[src/rtl/rx_sampler_if.sv]
// +----------------------------------------------------------------------------+
// | Module   : rx_sampler_if                                                   |
// | Brief    : Baud-tick/serial-line inputs and sampled-bit outputs of         |
// |            rx_sampler.                                                     |
// | Revision : 1.0 - initial release                                           |
// +----------------------------------------------------------------------------+
`default_nettype none

interface rx_sampler_if;
  logic baud_tick;
  logic rx_in;
  logic start_bit_detected;
  logic bit_valid;
  logic bit_value;
  logic framing_error;
  logic busy;

  modport master (
    output baud_tick, rx_in,
    input  start_bit_detected, bit_valid, bit_value, framing_error, busy
  );

  modport slave (
    input  baud_tick, rx_in,
    output start_bit_detected, bit_valid, bit_value, framing_error, busy
  );
endinterface

`default_nettype wire

[src/rtl/rx_sampler.sv]
// +----------------------------------------------------------------------------+
// | Module   : rx_sampler                                                      |
// | Brief    : Oversampling UART bit sampler (start/data/parity/stop).         |
// |            Optional macro RX_MAJORITY_VOTE_EN: 2-of-3 vote on samples.     |
// | Revision : 1.0 - initial release                                           |
// +----------------------------------------------------------------------------+
`default_nettype none

`ifndef DATA_WIDTH
`define DATA_WIDTH 8
`endif

module rx_sampler #(
  parameter int DATA_WIDTH = `DATA_WIDTH,
  parameter int OVERSAMPLE = 16
) (
  input  wire        rx_clk,
  input  wire        resetn,
  rx_sampler_if.slave rx
);

  localparam int TICK_W = $clog2(OVERSAMPLE);
  localparam int BIT_W  = $clog2(DATA_WIDTH + 1);

  localparam logic [TICK_W-1:0] c_mid_tick  = TICK_W'(OVERSAMPLE / 2 - 1);
  localparam logic [TICK_W-1:0] c_last_tick = TICK_W'(OVERSAMPLE - 1);
  localparam logic [BIT_W-1:0]  c_last_bit  = BIT_W'(DATA_WIDTH - 1);

  typedef enum logic [2:0] {
    ST_IDLE   = 3'd0,
    ST_START  = 3'd1,
    ST_DATA   = 3'd2,
    ST_PARITY = 3'd3,
    ST_STOP   = 3'd4
  } state_t;

  state_t             r_state;
  logic [TICK_W-1:0]  r_tick_cnt;
  logic [BIT_W-1:0]   r_bit_cnt;
  logic [1:0]         r_sync;
  logic               r_line_prev;
  logic               r_start;
  logic               r_bit_valid;
  logic               r_bit_value;
  logic               r_framing_error;
  logic               r_busy;
  logic               w_rx_s;
  logic               w_sample;

  always_ff @(posedge rx_clk or negedge resetn) begin
    if (!resetn) begin
      r_sync      <= 2'b11;
      r_line_prev <= 1'b1;
    end else begin
      r_sync <= {r_sync[0], rx.rx_in};
      if (rx.baud_tick) begin
        r_line_prev <= w_rx_s;
      end
    end
  end

  assign w_rx_s = r_sync[1];

`ifdef RX_MAJORITY_VOTE_EN
  // Two stored ticks plus the live rx_s form the three-entry vote window.
  logic [1:0] r_vote_hist;

  always_ff @(posedge rx_clk or negedge resetn) begin
    if (!resetn) begin
      r_vote_hist <= 2'b11;
    end else if (rx.baud_tick) begin
      r_vote_hist <= {r_vote_hist[0], w_rx_s};
    end
  end

  assign w_sample = (r_vote_hist[1] & r_vote_hist[0]) |
                    (r_vote_hist[1] & w_rx_s) |
                    (r_vote_hist[0] & w_rx_s);
`else
  assign w_sample = w_rx_s;
`endif

  always_ff @(posedge rx_clk or negedge resetn) begin
    if (!resetn) begin
      r_state         <= ST_IDLE;
      r_tick_cnt      <= '0;
      r_bit_cnt       <= '0;
      r_start         <= 1'b0;
      r_bit_valid     <= 1'b0;
      r_bit_value     <= 1'b0;
      r_framing_error <= 1'b0;
      r_busy          <= 1'b0;
    end else begin
      r_start         <= 1'b0;
      r_bit_valid     <= 1'b0;
      r_framing_error <= 1'b0;
      if (rx.baud_tick) begin
        case (r_state)
          ST_IDLE: begin
            if (r_line_prev && !w_rx_s) begin
              r_state    <= ST_START;
              r_busy     <= 1'b1;
              r_tick_cnt <= '0;
            end
          end
          ST_START: begin
            if (r_tick_cnt == c_mid_tick) begin
              if (!w_sample) begin
                r_start    <= 1'b1;
                r_state    <= ST_DATA;
                r_tick_cnt <= '0;
                r_bit_cnt  <= '0;
              end else begin
                r_state <= ST_IDLE;
                r_busy  <= 1'b0;
              end
            end else begin
              r_tick_cnt <= r_tick_cnt + TICK_W'(1);
            end
          end
          ST_DATA, ST_PARITY, ST_STOP: begin
            if (r_tick_cnt == c_last_tick) begin
              r_bit_valid <= 1'b1;
              r_bit_value <= w_sample;
              r_tick_cnt  <= '0;
              case (r_state)
                ST_DATA: begin
                  r_bit_cnt <= r_bit_cnt + BIT_W'(1);
                  if (r_bit_cnt == c_last_bit) begin
                    r_state <= ST_PARITY;
                  end
                end
                ST_PARITY: r_state <= ST_STOP;
                default: begin
                  r_state         <= ST_IDLE;
                  r_busy          <= 1'b0;
                  r_framing_error <= !w_sample;
                end
              endcase
            end else begin
              r_tick_cnt <= r_tick_cnt + TICK_W'(1);
            end
          end
          default: begin
            r_state <= ST_IDLE;
            r_busy  <= 1'b0;
          end
        endcase
      end
    end
  end

  assign rx.start_bit_detected = r_start;
  assign rx.bit_valid          = r_bit_valid;
  assign rx.bit_value          = r_bit_value;
  assign rx.framing_error      = r_framing_error;
  assign rx.busy               = r_busy;

endmodule

`default_nettype wire

[src/flat_wrapper.sv]
// flat-port wrapper written by rule: the top's interface ports become plain ports
module rx_sampler_flat 
#(
  parameter int DATA_WIDTH = `DATA_WIDTH,
  parameter int OVERSAMPLE = 16
)
  (rx_clk, resetn, rx_baud_tick, rx_rx_in, rx_start_bit_detected, rx_bit_valid, rx_bit_value, rx_framing_error, rx_busy);
  rx_sampler_if rx_i ();
  input  wire rx_clk;
  input  wire resetn;
  input wire logic [$bits(rx_i.baud_tick)-1:0] rx_baud_tick;
  input wire logic [$bits(rx_i.rx_in)-1:0] rx_rx_in;
  output wire logic [$bits(rx_i.start_bit_detected)-1:0] rx_start_bit_detected;
  output wire logic [$bits(rx_i.bit_valid)-1:0] rx_bit_valid;
  output wire logic [$bits(rx_i.bit_value)-1:0] rx_bit_value;
  output wire logic [$bits(rx_i.framing_error)-1:0] rx_framing_error;
  output wire logic [$bits(rx_i.busy)-1:0] rx_busy;
  assign rx_i.baud_tick = rx_baud_tick;
  assign rx_i.rx_in = rx_rx_in;
  assign rx_start_bit_detected = rx_i.start_bit_detected;
  assign rx_bit_valid = rx_i.bit_valid;
  assign rx_bit_value = rx_i.bit_value;
  assign rx_framing_error = rx_i.framing_error;
  assign rx_busy = rx_i.busy;
  rx_sampler #(.DATA_WIDTH(DATA_WIDTH), .OVERSAMPLE(OVERSAMPLE)) u_core (.rx_clk(rx_clk), .resetn(resetn), .rx(rx_i));
endmodule
[config.mk]
export PLATFORM = sky130hd
export DESIGN_NAME = rx_sampler_flat
export DESIGN_NICKNAME = d
export VERILOG_FILES = /design/src/rtl/rx_sampler_if.sv /design/src/rtl/rx_sampler.sv /design/src/flat_wrapper.sv
export SDC_FILE = /design/constraint.sdc
export NUM_CORES = 1
export LEC_CHECK = 0
export ABC_AREA = 1
export CORE_UTILIZATION = 54
export DETAILED_ROUTE_END_ITERATION = 8
export HOLD_SLACK_MARGIN = 0.12
export MAX_ROUTING_LAYER = met4
export PLACE_DENSITY_LB_ADDON = 0.3
export SETUP_SLACK_MARGIN = 0.1
export SLEW_MARGIN = 20
export SYNTH_ARGS = -nofsm -noshare
export SYNTH_HDL_FRONTEND = slang
export SYNTH_SLANG_ARGS = --single-unit
[constraint.sdc]
create_clock -name rx_clk -period 3.5 [get_ports rx_clk]
set_input_delay 0.7 -clock rx_clk [delete_from_list [all_inputs] [get_ports rx_clk]]
set_output_delay 0.7 -clock rx_clk [all_outputs]
set_load 0.1 [all_outputs]
Yosys cells after proc, flatten, opt, wreduce, memory -nomap -nowiden. Index checks and enable logic that the tools add are counted.

Bits in registers: 19. Bits in latches: 0. Bits in writable memories: 0. Bits in read-only memories: 0. Output and inout port bits: 5. Logic and storage cells: 73. Memories: 0.

Add/subtract/negate cells: 2. $mul: 0. Div/mod/pow operators: 0. Magnitude comparators: 0. Eq/ne operators: 16. Shift operators: 0. Mux-type cells: 33. Bitwise operators: 0. Reductions and logical operators: 12.

Operators by type and width (count): two-way mux 4 bit (7); two-way mux 1 bit (16); two-way mux 3 bit (4); case mux 4 bit (3 select lines) (1); AND reduction 6 bit (2); inequality test 2 x 1 -> 1 bit (second input constant) (5); case mux 3 bit (3 select lines) (1); adder 4 x 1 -> 4 bit (second input constant) (2); equality test 4 x 3 -> 1 bit (second input constant) (2); case mux 4 bit (2 select lines) (1); equality test 3 x 2 -> 1 bit (second input constant) (2); case mux 3 bit (2 select lines) (1); AND reduction 5 bit (1); equality test 4 bit (second input constant) (1); inequality test 2 bit (second input constant) (2); AND reduction 4 bit (1); equality test 3 x 1 -> 1 bit (second input constant) (1); equality test 3 bit (second input constant) (1); zero test 3 bit (1); inequality test 3 x 2 -> 1 bit (second input constant) (1); inequality test 3 bit (second input constant) (1); case mux 1 bit (3 select lines) (1); AND reduction 3 bit (1); nonzero test 3 bit (1); other kinds (6) (6).

Logic depth before layout (Yosys ltp).
Word-level depth: 6. Mapped depth: 9.

Least setup slack after synthesis. Ideal clock, no wire load.

Kind: reg2out. Start point: register u_core.r_bit_value (netlist: u_core.rx.bit_value). End point: output port rx_bit_value. Arrival time: 0.898 ns. Required time: 2.800 ns. Slack: 1.902 ns. Stages on the path, launching flop included: 1. Buffers on the path: 0. Cells stage by stage: dfrtp_1.

RTL lines: start, declared (RTL line rx_sampler.sv:44) `logic r_bit_value;`; start signal, assigned (RTL line rx_sampler.sv:124) `r_bit_value <= w_sample;`; end, declared (RTL line flat_wrapper.sv:15) `output wire logic [$bits(rx_i.bit_value)-1:0] rx_bit_value;`.

No word-level cell between the ends.

Worst setup path after layout.
Start point: register u_core.r_busy (netlist: u_core.rx.busy). End point: output port rx_busy.

RTL lines: start, declared (RTL line rx_sampler.sv:46) `logic r_busy;`; start signal, assigned (RTL line rx_sampler.sv:92) `r_busy <= 1'b0;`; start signal, assigned (RTL line rx_sampler.sv:102) `r_busy <= 1'b1;`; start signal, assigned (RTL line rx_sampler.sv:115) `r_busy <= 1'b0;`; end, declared (RTL line flat_wrapper.sv:17) `output wire logic [$bits(rx_i.busy)-1:0] rx_busy;`.

No word-level cell between the ends.

==> results.txt <==
Result of the run: finished, final reports clean
Required time worst endpoint: 2.80 ns
Antenna violations before repair: 0
Proportion of synthesized area in mux cells: 0%
Leakage power figure: 0.6338 nW
Fin nets: 159
Via count of the first global-routing pass: 792
Number of max-cap violations: 0
Num CTS Buffers: 3
H-tree depth reported by CTS: 1
Distinct cell type count after synthesis: 19
Unrepaired setup endpoints after global routing: no
Die Area: 2146 sq um
Worst stage delay on the critical path: 1.14 ns
DIE WIDTH: 46.33 microns
Number of clock sinks: 19
Global-route wire length before repair: 3.167 mm
Io pins: 9
Instance area after placement: 1161 sq um
Count of routing violations after the opening detailed-route iteration: 35
Internal portion of total power: 0.4589 mW
Worst slew pin tran: 0.9714 ns
Max Clk Rate: 401.2 MHz
Global-route congestion overflow total: 0
Remaining antenna violation count after routing: 0
Starting Density: 59.51%
Logic gate share of total power: 52.8%
Count of final setup violators: 0
Main combinational cell family by area after synthesis: simple AND/OR/NAND/NOR gates
CTS clk-pin slew, worst paths: 0.10 ns
Share of total power in the clock network: 11.9%
GR Layer Usage met3: 2.353%
Total core area: 1783 sq um
Adder and majority cell fraction of the synthesized area: 2.358%
Deepest clock path buffer count: 2
Drt first pass iters: 4
Setup TNS: 0 ns
Worst-path fanout max: 2
Routed wire length: 1.915 mm
Cell type of the slowest stage on the worst timing path: sky130_fd_sc_hd__clkdlybuf4s50_1
Area added between synthesis and finish: 11.91%
Mean number of vias per cell: 5.260
Total power divided by cell area: 773.4 nW/um^2
Data arrival time of the critical path: 1.79 ns
Util after Layout: 66.60%
Multi-input logic area: 510.5 sq um
Share of final-layout standard cells stronger than drive strength 1: 11.84%
Cell area after layout: 1187 sq um
Crit end category: output pin
Setup ws final: 1.008 ns
Post-Syn Instances: 141
Std-Cell Rows: 15
Hold_buf cts: 0
Startpoint Class: register
Placer congestion estimate: 0.8737
Post-CTS Setup Inserts: 0
Routing layer with the top usage in global route: met2
Number of placed cells counting well taps: 173
Final max-slew violation count: 0
Maximum number of pins on one net before global-route repair: 20
Port Buffers: 8
Number of hold-slack violations in the final timing report: 0
Clock tree from TritonCTS: yes
Clock tree root buffer cell: sky130_fd_sc_hd__clkbuf_4
Met1 global-route usage: 27.09%
Met2 Resource Use GR: 34.17%
Sequential fraction of design power: 35.4%
Flop and latch count out of synthesis: 19
Final worst path period share: 71.21%
Number of filler instances in the final layout: 142
Final worst hold slack: 0.3630 ns
Switching component of the power: 0.4593 mW
Clock Skew: 0.005572 ns
Total power draw: 0.9183 mW
Hold Crit Class: reg -> reg
Buf+Inv Stages, Crit Path: 1
Final HPWL from detailed placement: 1.468 mm
Antenna cell count: 0
Post-synthesis xor/xnor area fraction: 2.476%
# DRC: 0
Mapped Nets: 147
Synthesized area per cell: 7.525 sq um
Routed via count: 931
Share of total power consumed by net switching: 50.02%
Share of synthesized area occupied by flip-flops and latches: 45.17%
Quantity of gates resized following cts: 0
Setup slack at placement: 1.347 ns
Syn Std Cell Area: 1061 sq um
Area fraction in and, or, nand and nor cells after synthesis: 38.56%
Seq. cell area: 479.2 sq um
Yosys warning total: 0
Worst slew margin: 35.03%
Filler-free cell count of the finished design: 177
Fin crit period: 2.492 ns
Total routing usage reported by global routing: 21.33%
Die outline height: 46.33 microns
Average detailed-routed wire length per instance: 10.82 microns
Synth Area in Compound Gates: 4.717%
Clock latency reported for the late side of the worst-skew pair: 0.30 ns
Worst path cell trace: clkdlybuf4s50_1
Worst vdd ir: 0.6250 mV
Worst Setup Path Type: reg -> out
Family with the most delay on the worst path: buffers and inverters
-- power groups by stage --
stage / logic (mW) / registers [mW] / clock network [mW]
floorplan: 0.369 / 0.350 / 0
global placement: 0.470 / 0.326 / 0
detailed placement: 0.480 / 0.327 / 0
CTS: 0.482 / 0.323 / 0.112
global route: 0.540 / 0.332 / 0.119
finish: 0.484 / 0.325 / 0.109
-- final timing paths --
kind	from	endpoint	slack [ns]	depth (start not counted)
max in group asynchronous	resetn	u_core.r_bit_cnt[1]	2.14	1
worst min-delay path	u_core.r_sync[0]	u_core.r_sync[1]	0.36	0
worst max-delay path	u_core.rx.busy	rx_busy	1.01	1
worst min register to register	u_core.r_sync[0]	u_core.r_sync[1]	0.36	0
worst max register to register	u_core.r_tick_cnt[0]	u_core.r_bit_cnt[0]	1.98	9
min in group asynchronous	resetn	u_core.rx.bit_valid	0.86	1
-- cells in the mapped netlist --
cell type,number,area [sq um]
sky130_fd_sc_hd__nand3_1,16,80.08
sky130_fd_sc_hd__buf_6,1,11.26
sky130_fd_sc_hd__nor2_2,2,12.51
sky130_fd_sc_hd__inv_2,2,7.510
sky130_fd_sc_hd__dfstp_2,3,78.83
sky130_fd_sc_hd__dfrtp_1,16,400.4
sky130_fd_sc_hd__nor2_4,2,22.52
sky130_fd_sc_hd__inv_1,14,52.55
sky130_fd_sc_hd__nand3_2,2,20.02
sky130_fd_sc_hd__nand2_2,4,25.02
sky130_fd_sc_hd__nand2_1,43,161.4
sky130_fd_sc_hd__xnor2_1,1,8.760
sky130_fd_sc_hd__a21oi_1,3,15.01
sky130_fd_sc_hd__ha_1,2,25.02
sky130_fd_sc_hd__nor4_1,2,12.51
sky130_fd_sc_hd__xor2_1,2,17.52
sky130_fd_sc_hd__o21ai_0,7,35.03
sky130_fd_sc_hd__nor3b_1,1,7.510
sky130_fd_sc_hd__nor2_1,18,67.56
-- cell usage in the layout (no fill, tap or decap) --
master / netlist / routed
sky130_fd_sc_hd__nand2_1: 43 / 43
sky130_fd_sc_hd__nor2_1: 18 / 18
sky130_fd_sc_hd__nand3_1: 16 / 16
sky130_fd_sc_hd__dfrtp_1: 16 / 16
sky130_fd_sc_hd__inv_1: 14 / 14
sky130_fd_sc_hd__clkdlybuf4s50_1: 0 / 8
sky130_fd_sc_hd__o21ai_0: 7 / 7
sky130_fd_sc_hd__nand2_2: 4 / 4
sky130_fd_sc_hd__a21oi_1: 3 / 3
sky130_fd_sc_hd__clkbuf_4: 0 / 3
sky130_fd_sc_hd__dfstp_2: 3 / 3
sky130_fd_sc_hd__inv_2: 2 / 2
sky130_fd_sc_hd__nor4_1: 2 / 2
sky130_fd_sc_hd__nand3_2: 2 / 2
sky130_fd_sc_hd__nor2_2: 2 / 2
sky130_fd_sc_hd__nor2_4: 2 / 2
sky130_fd_sc_hd__xor2_1: 2 / 2
sky130_fd_sc_hd__ha_1: 2 / 2
sky130_fd_sc_hd__nor3b_1: 1 / 1
sky130_fd_sc_hd__xnor2_1: 1 / 1
sky130_fd_sc_hd__clkbuf_1: 0 / 1
-- sequential cells by signal, indices dropped and copies added (netlist names) --
signal                        cells
u_core.rx.start_bit_detected      1
u_core.r_state                    3
u_core.r_tick_cnt                 4
u_core.rx.busy                    1
u_core.r_line_prev                1
u_core.rx.bit_value               1
u_core.r_sync                     2
u_core.rx.bit_valid               1
u_core.r_bit_cnt                  4
u_core.rx.framing_error           1
-- cell families (layout without fill, tap and decap cells) --
kind of cell,Yosys count,in the layout
DFF,19,19
xor gates and xnor gates,3,3
adders and majority gates,2,2
buffers and inverters,17,28
and+or+nand+nor,90,90
AOI/OAI and AO/OA,10,10
-- final cells by class --
type,count,area share (%)
Sequential cell,19,40.36
Timing Repair Buffer,8,6.744
Tap cell,25,2.634
Clock buffer,4,2.213
Multi-Input combinational cell,105,42.99
Inverter,16,5.058
-- layer usage --
metal / vias to the layer above / share of wire (%)
met5: - / 0
met4: 0 / 1.4
met3: 4 / 4.8
met2: 27 / 47
met1: 432 / 47
li1: 468 / -
Note: power is estimated with default switching activity, not from simulation.
